**src/rtl/wt_time_ctrl_pkg.sv**
```systemverilog
// Shared encodings and field limits for the wall-time controller.
package wt_time_ctrl_pkg;

  typedef enum logic [1:0] {
    MODE_RUN   = 2'd0,
    MODE_SET_H = 2'd1,
    MODE_SET_M = 2'd2,
    MODE_SET_S = 2'd3
  } mode_e;

  localparam int FIELD_W  = 6;
  localparam int HOUR_W   = 5;
  localparam int DIGIT_W  = 4;

  localparam logic [FIELD_W-1:0] SEC_MAX    = 6'd59;
  localparam logic [FIELD_W-1:0] MIN_MAX    = 6'd59;
  localparam logic [HOUR_W-1:0]  HOUR24_MAX = 5'd23;
  localparam logic [HOUR_W-1:0]  HOUR12_MAX = 5'd12;

  function automatic logic [FIELD_W-1:0] wrap_inc(input logic [FIELD_W-1:0] v,
                                                  input logic [FIELD_W-1:0] max);
    return (v == max) ? '0 : v + 1'b1;
  endfunction

endpackage

```
**src/rtl/wt_digit_split.sv**
```systemverilog
// Combinational tens/ones split of a 0..59 field.
module wt_digit_split
  import wt_time_ctrl_pkg::*;
(
  input  logic [FIELD_W-1:0] val_i,
  output logic [DIGIT_W-1:0] tens_o,
  output logic [DIGIT_W-1:0] ones_o
);

  always_comb begin
    tens_o = DIGIT_W'(val_i / FIELD_W'(10));
    ones_o = DIGIT_W'(val_i % FIELD_W'(10));
  end

endmodule

```
**src/rtl/wt_time_ctrl.sv**
```systemverilog
// Wall-time controller: prescaler, mode FSM, H/M/S counters, decimal digits.
// Define WT_24H_EN for the 24-hour build; default is the 12-hour build with PM flag.
module wt_time_ctrl
  import wt_time_ctrl_pkg::*;
#(
  parameter int TICKS_PER_SEC = 50000000
) (
  input  logic                CLK,
  input  logic                RESET,
  input  logic                MODE_BTN,
  input  logic                UP_BTN,
  output logic [HOUR_W-1:0]   HOUR,
  output logic [FIELD_W-1:0]  MIN,
  output logic [FIELD_W-1:0]  SEC,
  output logic [DIGIT_W-1:0]  H10,
  output logic [DIGIT_W-1:0]  H1,
  output logic [DIGIT_W-1:0]  M10,
  output logic [DIGIT_W-1:0]  M1,
  output logic [DIGIT_W-1:0]  S10,
  output logic [DIGIT_W-1:0]  S1,
  output logic [1:0]          MODE,
  output logic                PM,
  output logic                SEC_PULSE
);

  localparam int PW = $clog2(TICKS_PER_SEC);
  localparam logic [PW-1:0] PRESC_LAST = PW'(TICKS_PER_SEC - 1);
`ifdef WT_24H_EN
  localparam logic [HOUR_W-1:0] HOUR_RST = '0;
`else
  localparam logic [HOUR_W-1:0] HOUR_RST = HOUR12_MAX;
`endif

  mode_e              mode_q, mode_d;
  logic [PW-1:0]      presc_q, presc_d;
  logic [HOUR_W-1:0]  hour_q, hour_d;
  logic [FIELD_W-1:0] min_q, min_d, sec_q, sec_d;
  logic               pm_q, pm_d;
  logic               pulse_q;
  logic               tick, up, hour_inc;

  always_comb begin
    tick     = (mode_q == MODE_RUN) && (presc_q == PRESC_LAST);
    // a mode change swallows a coincident UP press
    up       = UP_BTN && !MODE_BTN;
    mode_d   = MODE_BTN ? mode_e'(mode_q + 2'd1) : mode_q;
    presc_d  = (mode_q != MODE_RUN || MODE_BTN || tick) ? '0 : presc_q + 1'b1;
    sec_d    = sec_q;
    min_d    = min_q;
    hour_d   = hour_q;
    pm_d     = pm_q;
    hour_inc = 1'b0;

    if (tick) begin
      sec_d = wrap_inc(sec_q, SEC_MAX);
      if (sec_q == SEC_MAX) begin
        min_d    = wrap_inc(min_q, MIN_MAX);
        hour_inc = (min_q == MIN_MAX);
      end
    end else if (up) begin
      case (mode_q)
        MODE_SET_H: hour_inc = 1'b1;
        MODE_SET_M: min_d    = wrap_inc(min_q, MIN_MAX);
        MODE_SET_S: sec_d    = wrap_inc(sec_q, SEC_MAX);
        default:    ;
      endcase
    end

    if (hour_inc) begin
`ifdef WT_24H_EN
      hour_d = (hour_q == HOUR24_MAX) ? '0 : hour_q + 1'b1;
`else
      hour_d = (hour_q == HOUR12_MAX) ? 5'd1 : hour_q + 1'b1;
      pm_d   = pm_q ^ (hour_q == 5'd11);
`endif
    end
  end

  always_ff @(posedge CLK) begin
    if (RESET) begin
      mode_q  <= MODE_RUN;
      presc_q <= '0;
      hour_q  <= HOUR_RST;
      min_q   <= '0;
      sec_q   <= '0;
      pm_q    <= 1'b0;
      pulse_q <= 1'b0;
    end else begin
      mode_q  <= mode_d;
      presc_q <= presc_d;
      hour_q  <= hour_d;
      min_q   <= min_d;
      sec_q   <= sec_d;
      pm_q    <= pm_d;
      pulse_q <= tick;
    end
  end

  assign HOUR      = hour_q;
  assign MIN       = min_q;
  assign SEC       = sec_q;
  assign MODE      = mode_q;
  assign PM        = pm_q;
  assign SEC_PULSE = pulse_q;

  wt_digit_split u_split_h (.val_i({1'b0, hour_q}), .tens_o(H10), .ones_o(H1));
  wt_digit_split u_split_m (.val_i(min_q),          .tens_o(M10), .ones_o(M1));
  wt_digit_split u_split_s (.val_i(sec_q),          .tens_o(S10), .ones_o(S1));

endmodule

```
**config.mk**
```make
export PLATFORM = sky130hd
export DESIGN_NAME = wt_time_ctrl
export DESIGN_NICKNAME = d
export VERILOG_FILES = /design/src/rtl/wt_time_ctrl_pkg.sv /design/src/rtl/wt_digit_split.sv /design/src/rtl/wt_time_ctrl.sv
export SDC_FILE = /design/constraint.sdc
export NUM_CORES = 1
export LEC_CHECK = 0
export ABC_AREA = 1
export BUFFER_PORTS_ARGS = -buffer_cell sky130_fd_sc_hd__clkbuf_2
export CORE_UTILIZATION = 45
export DETAILED_ROUTE_END_ITERATION = 8
export GPL_ROUTABILITY_DRIVEN = 1
export PLACE_DENSITY_LB_ADDON = 0.1
export SLEW_MARGIN = 40
export SYNTH_ARGS = -nofsm -noshare
export SYNTH_HDL_FRONTEND = slang
export SYNTH_SLANG_ARGS = --single-unit
```
**constraint.sdc**
```tcl
create_clock -name CLK -period 2.6 [get_ports CLK]
set_clock_uncertainty 0.1 [all_clocks]
set_input_delay 0.52 -clock CLK [delete_from_list [all_inputs] [get_ports CLK]]
set_output_delay 0.52 -clock CLK [all_outputs]
set_load 0.03 [all_outputs]
```
==> metrics.yaml <==
outcome: "finished, violations left"
violations: "setup timing"
startpoint: "MIN[3]$_SDFFE_PP0P_"
min_period_over_period_pct: 100
multi_input_area_sq_um: 2240
die_y_microns: 88.3
clkSlewWorstSetupHoldPaths_ns: 0.10
syn_area_per_cell_sq_um: 6.77
pwr-share-clk_pct: 34.5
area_growth_pct: 19.3
place_inst: 631
grt_usage_pct: 19.6
synth_edf_count: 0
hp-class: "flip-flop to flip-flop"
worstMarginPinSlew_ns: 0.534
p_int_mw: 0.951
seqCellArea_sq_um: 953
fp.coreArea_sq_um: 7210
antenna_found_initial: 0
fp.dieArea_sq_um: 7800
drc: 0
rsz0062_at_grt: "yes"
io-pin-count: 49
combinationalPowerShare_pct: 9.3
required_ns: 1.98
grt_pass1_vias: 2818
most-common-layout-cells: "nand2_1, nand3_1, nor2_1, inv_1, dfxtp_1"
ctsRootBufferMaster: "clkbuf_8"
grt_start_max_net_pins: 27
synth.distinct_cells: 36
numPortBuffers: 44
crit_arrival_ns: 1.99
first_pass_iters: 4
synth_cells: 495
cp_slowest_cell: "dfxtp_2"
numCtsBuffers: 5
drtIter0Drc: 133
period_minus_slack_ns: 2.61
r2r-end: "MIN[5]$_SDFFE_PP0P_"
grt_overflow: 0
final_layout_size_suffix_gt1_share_pct: 25.7
initial_core_util_pct: 46.5
hpwl_microns: 5350
peakVddDrop_v: 0.000238
worstRegToRegCells: 10
cts.path.max_buffers: 2
syn_area_sq_um: 3350
r2r_slack_ns: 0.60
clk-insertion-delay-late_ns: 0.31
ys_seq_elements: 47
yosysTopAreaCell: "dfxtp_1"
reg2reg_from: "presc_q[0]$_SDFF_PP0_"
row_count: 31
finalHoldViolations: 0
total_power_mw: 1.31
critPathKind: "flip-flop to output port"
cp-start-kind: "flip-flop"
switching_share_pct: 27.2
fin_nets: 571
p_leak_nw: 1.73
cts_tree: "built"
slew_viol_final: 0
synth_area_leaders: "dfxtp_1, nand2_1, nand3_1"
setup_viol: 1
switchingPower_mw: 0.356
final.setup.worst_slack_ns: -0.00886
max_stage_delay_ns: 0.36
grt_pass1_wl_microns: 12300
yosysTopAreaCellShare_pct: 28.1
crit_path_max_fanout: 2
async_reset_ff_share_pct: 0
vias_per_cell: 4.90
synth_seq_area_share_pct: 28.1
worstSetupEndpoint: "M1[3]"
cts_max_level: 2
path_cells: "inv_2, ha_4, nor2_2, nor2_2, buf_4, o21ai_4, nand2_4, inv_2, ha_4, inv_2, nand2_1, nand2_1, nand2_1, nand2_2, buf_8"
place_congestion: 0.802
cts.sinks: 47
layout_commonest_cell: "nand2_1"
seqPwrFrac_pct: 56.2
ant_nets: 0
yosysWarnings: 0
cp-end-kind: "output port"
fin_util_pct: 55.4
instances_no_fill: 648
fill_cells: 752
ys.flop_type: "dfxtp_1"
diodes: 0
maxSlewHeadroom_pct: 64.1
finalWirelength_microns: 7300
vias: 3178
p_per_area_nw_per_um2: 327
max_freq_ghz: 0.383
maxCapViolations: 0
die_width_microns: 88.3
wire_per_inst_microns: 11.3
[what timing repair did]
item | CTS | global route
endpoints found under the hold margin | 0 | 0
setup endpoints to repair | 6 | 9
buffers inserted | 5 | 4
hold buffers | 0 | 0
pin swaps | 8 | 12
gates resized for setup | 30 | 29
[logic make-up (layout without fill, tap and decap cells)]
| family | count (synthesis) | after routing | synth area share (%) |
|---|---|---|---|
| multiplexers | 1 | 1 | 0.299 |
| AO/OA/AOI/OAI | 42 | 42 | 6.34 |
| XOR/XNOR | 18 | 18 | 4.70 |
| AND/OR/NAND/NOR | 291 | 291 | 43.8 |
| other | 1 | 4 | 0.112 |
| adder cells (fa/ha/maj) | 19 | 19 | 7.09 |
| flip-flops | 47 | 47 | 28.1 |
| buffers and inverters | 76 | 127 | 9.59 |
[metrics by stage]
step	hold WS (ns)	cell area, sq um	TNS, ns	setup slack, ns
after global placement	0.367	3660	0	0.154
after global routing	0.417	4000	-0.321	-0.123
after detailed placement	0.381	3660	0	0.0608
after CTS	0.396	3890	-0.00152	-0.00152
after floorplan	0.351	3380	0	0.0237
final	0.388	4000	-0.00886	-0.00886
[worst min-delay path by stage]
stage                           startpoint                endpoint  cells after the start
finish              presc_q[25]$_SDFF_PP0_  presc_q[25]$_SDFF_PP0_                      2
detailed placement  presc_q[25]$_SDFF_PP0_  presc_q[25]$_SDFF_PP0_                      2
global route        presc_q[25]$_SDFF_PP0_  presc_q[25]$_SDFF_PP0_                      2
CTS                 presc_q[25]$_SDFF_PP0_  presc_q[25]$_SDFF_PP0_                      2
global placement    presc_q[25]$_SDFF_PP0_  presc_q[25]$_SDFF_PP0_                      2
floorplan           presc_q[25]$_SDFF_PP0_  presc_q[25]$_SDFF_PP0_                      2
[layer usage]
layer  up-vias  track usage (%)  wire [microns]  part of all wire, %
met5         -                0               0                    0
li1       1679                -               -                    -
met1      1416             26.4            3580                   49
met2        78             32.9            3370                   46
met4         0             4.40              55                 0.75
met3         5             3.08             289                  4.0
[power groups by stage]
stage	sequential, mW	clock [mW]	combinational [mW]
2_1_floorplan	0.763	0	0.0917
3_3_place_gp	0.754	0	0.123
3_5_place_dp	0.754	0	0.123
4_1_cts	0.736	0.471	0.123
5_1_grt	0.737	0.499	0.135
6_report	0.735	0.450	0.122
[area by class of cell]
type                    count  area share, %
clock buffers               6           1.81
multi-input cells         375           56.0
inverters                  62           5.94
flip-flops and latches     47           23.8
clock inverters             2          0.407
well taps                  99           3.10
repair buffers             57           8.95
[critical path, delay by kind of cell (launching register included)]
| family | cells | cell delay, ns |
|---|---|---|
| and+or+nand+nor | 7 | 0.44 |
| buffers and inverters | 5 | 0.40 |
| DFF | 1 | 0.36 |
| adders and majority gates | 2 | 0.28 |
| AOI/OAI and AO/OA | 1 | 0.18 |
[synth_stat cells (5+ instances only)]
master / instances
nor3_1: 9
o21ai_0: 9
nor3b_1: 6
nor2_2: 5
inv_2: 5
nand4_1: 5
inv_1: 57
nand2_1: 113
buf_4: 9
nand3_1: 59
nor2_1: 57
nand2_2: 13
xnor2_1: 8
a21oi_1: 31
dfxtp_1: 47
xor2_1: 10
ha_1: 19
[state kept, by name, indices dropped and copies added, names as in the netlist]
name	count
presc_q	26
MODE	2
SEC	6
PM	1
SEC_PULSE	1
HOUR	5
MIN	6
Note: power is estimated with default switching activity, not from simulation.
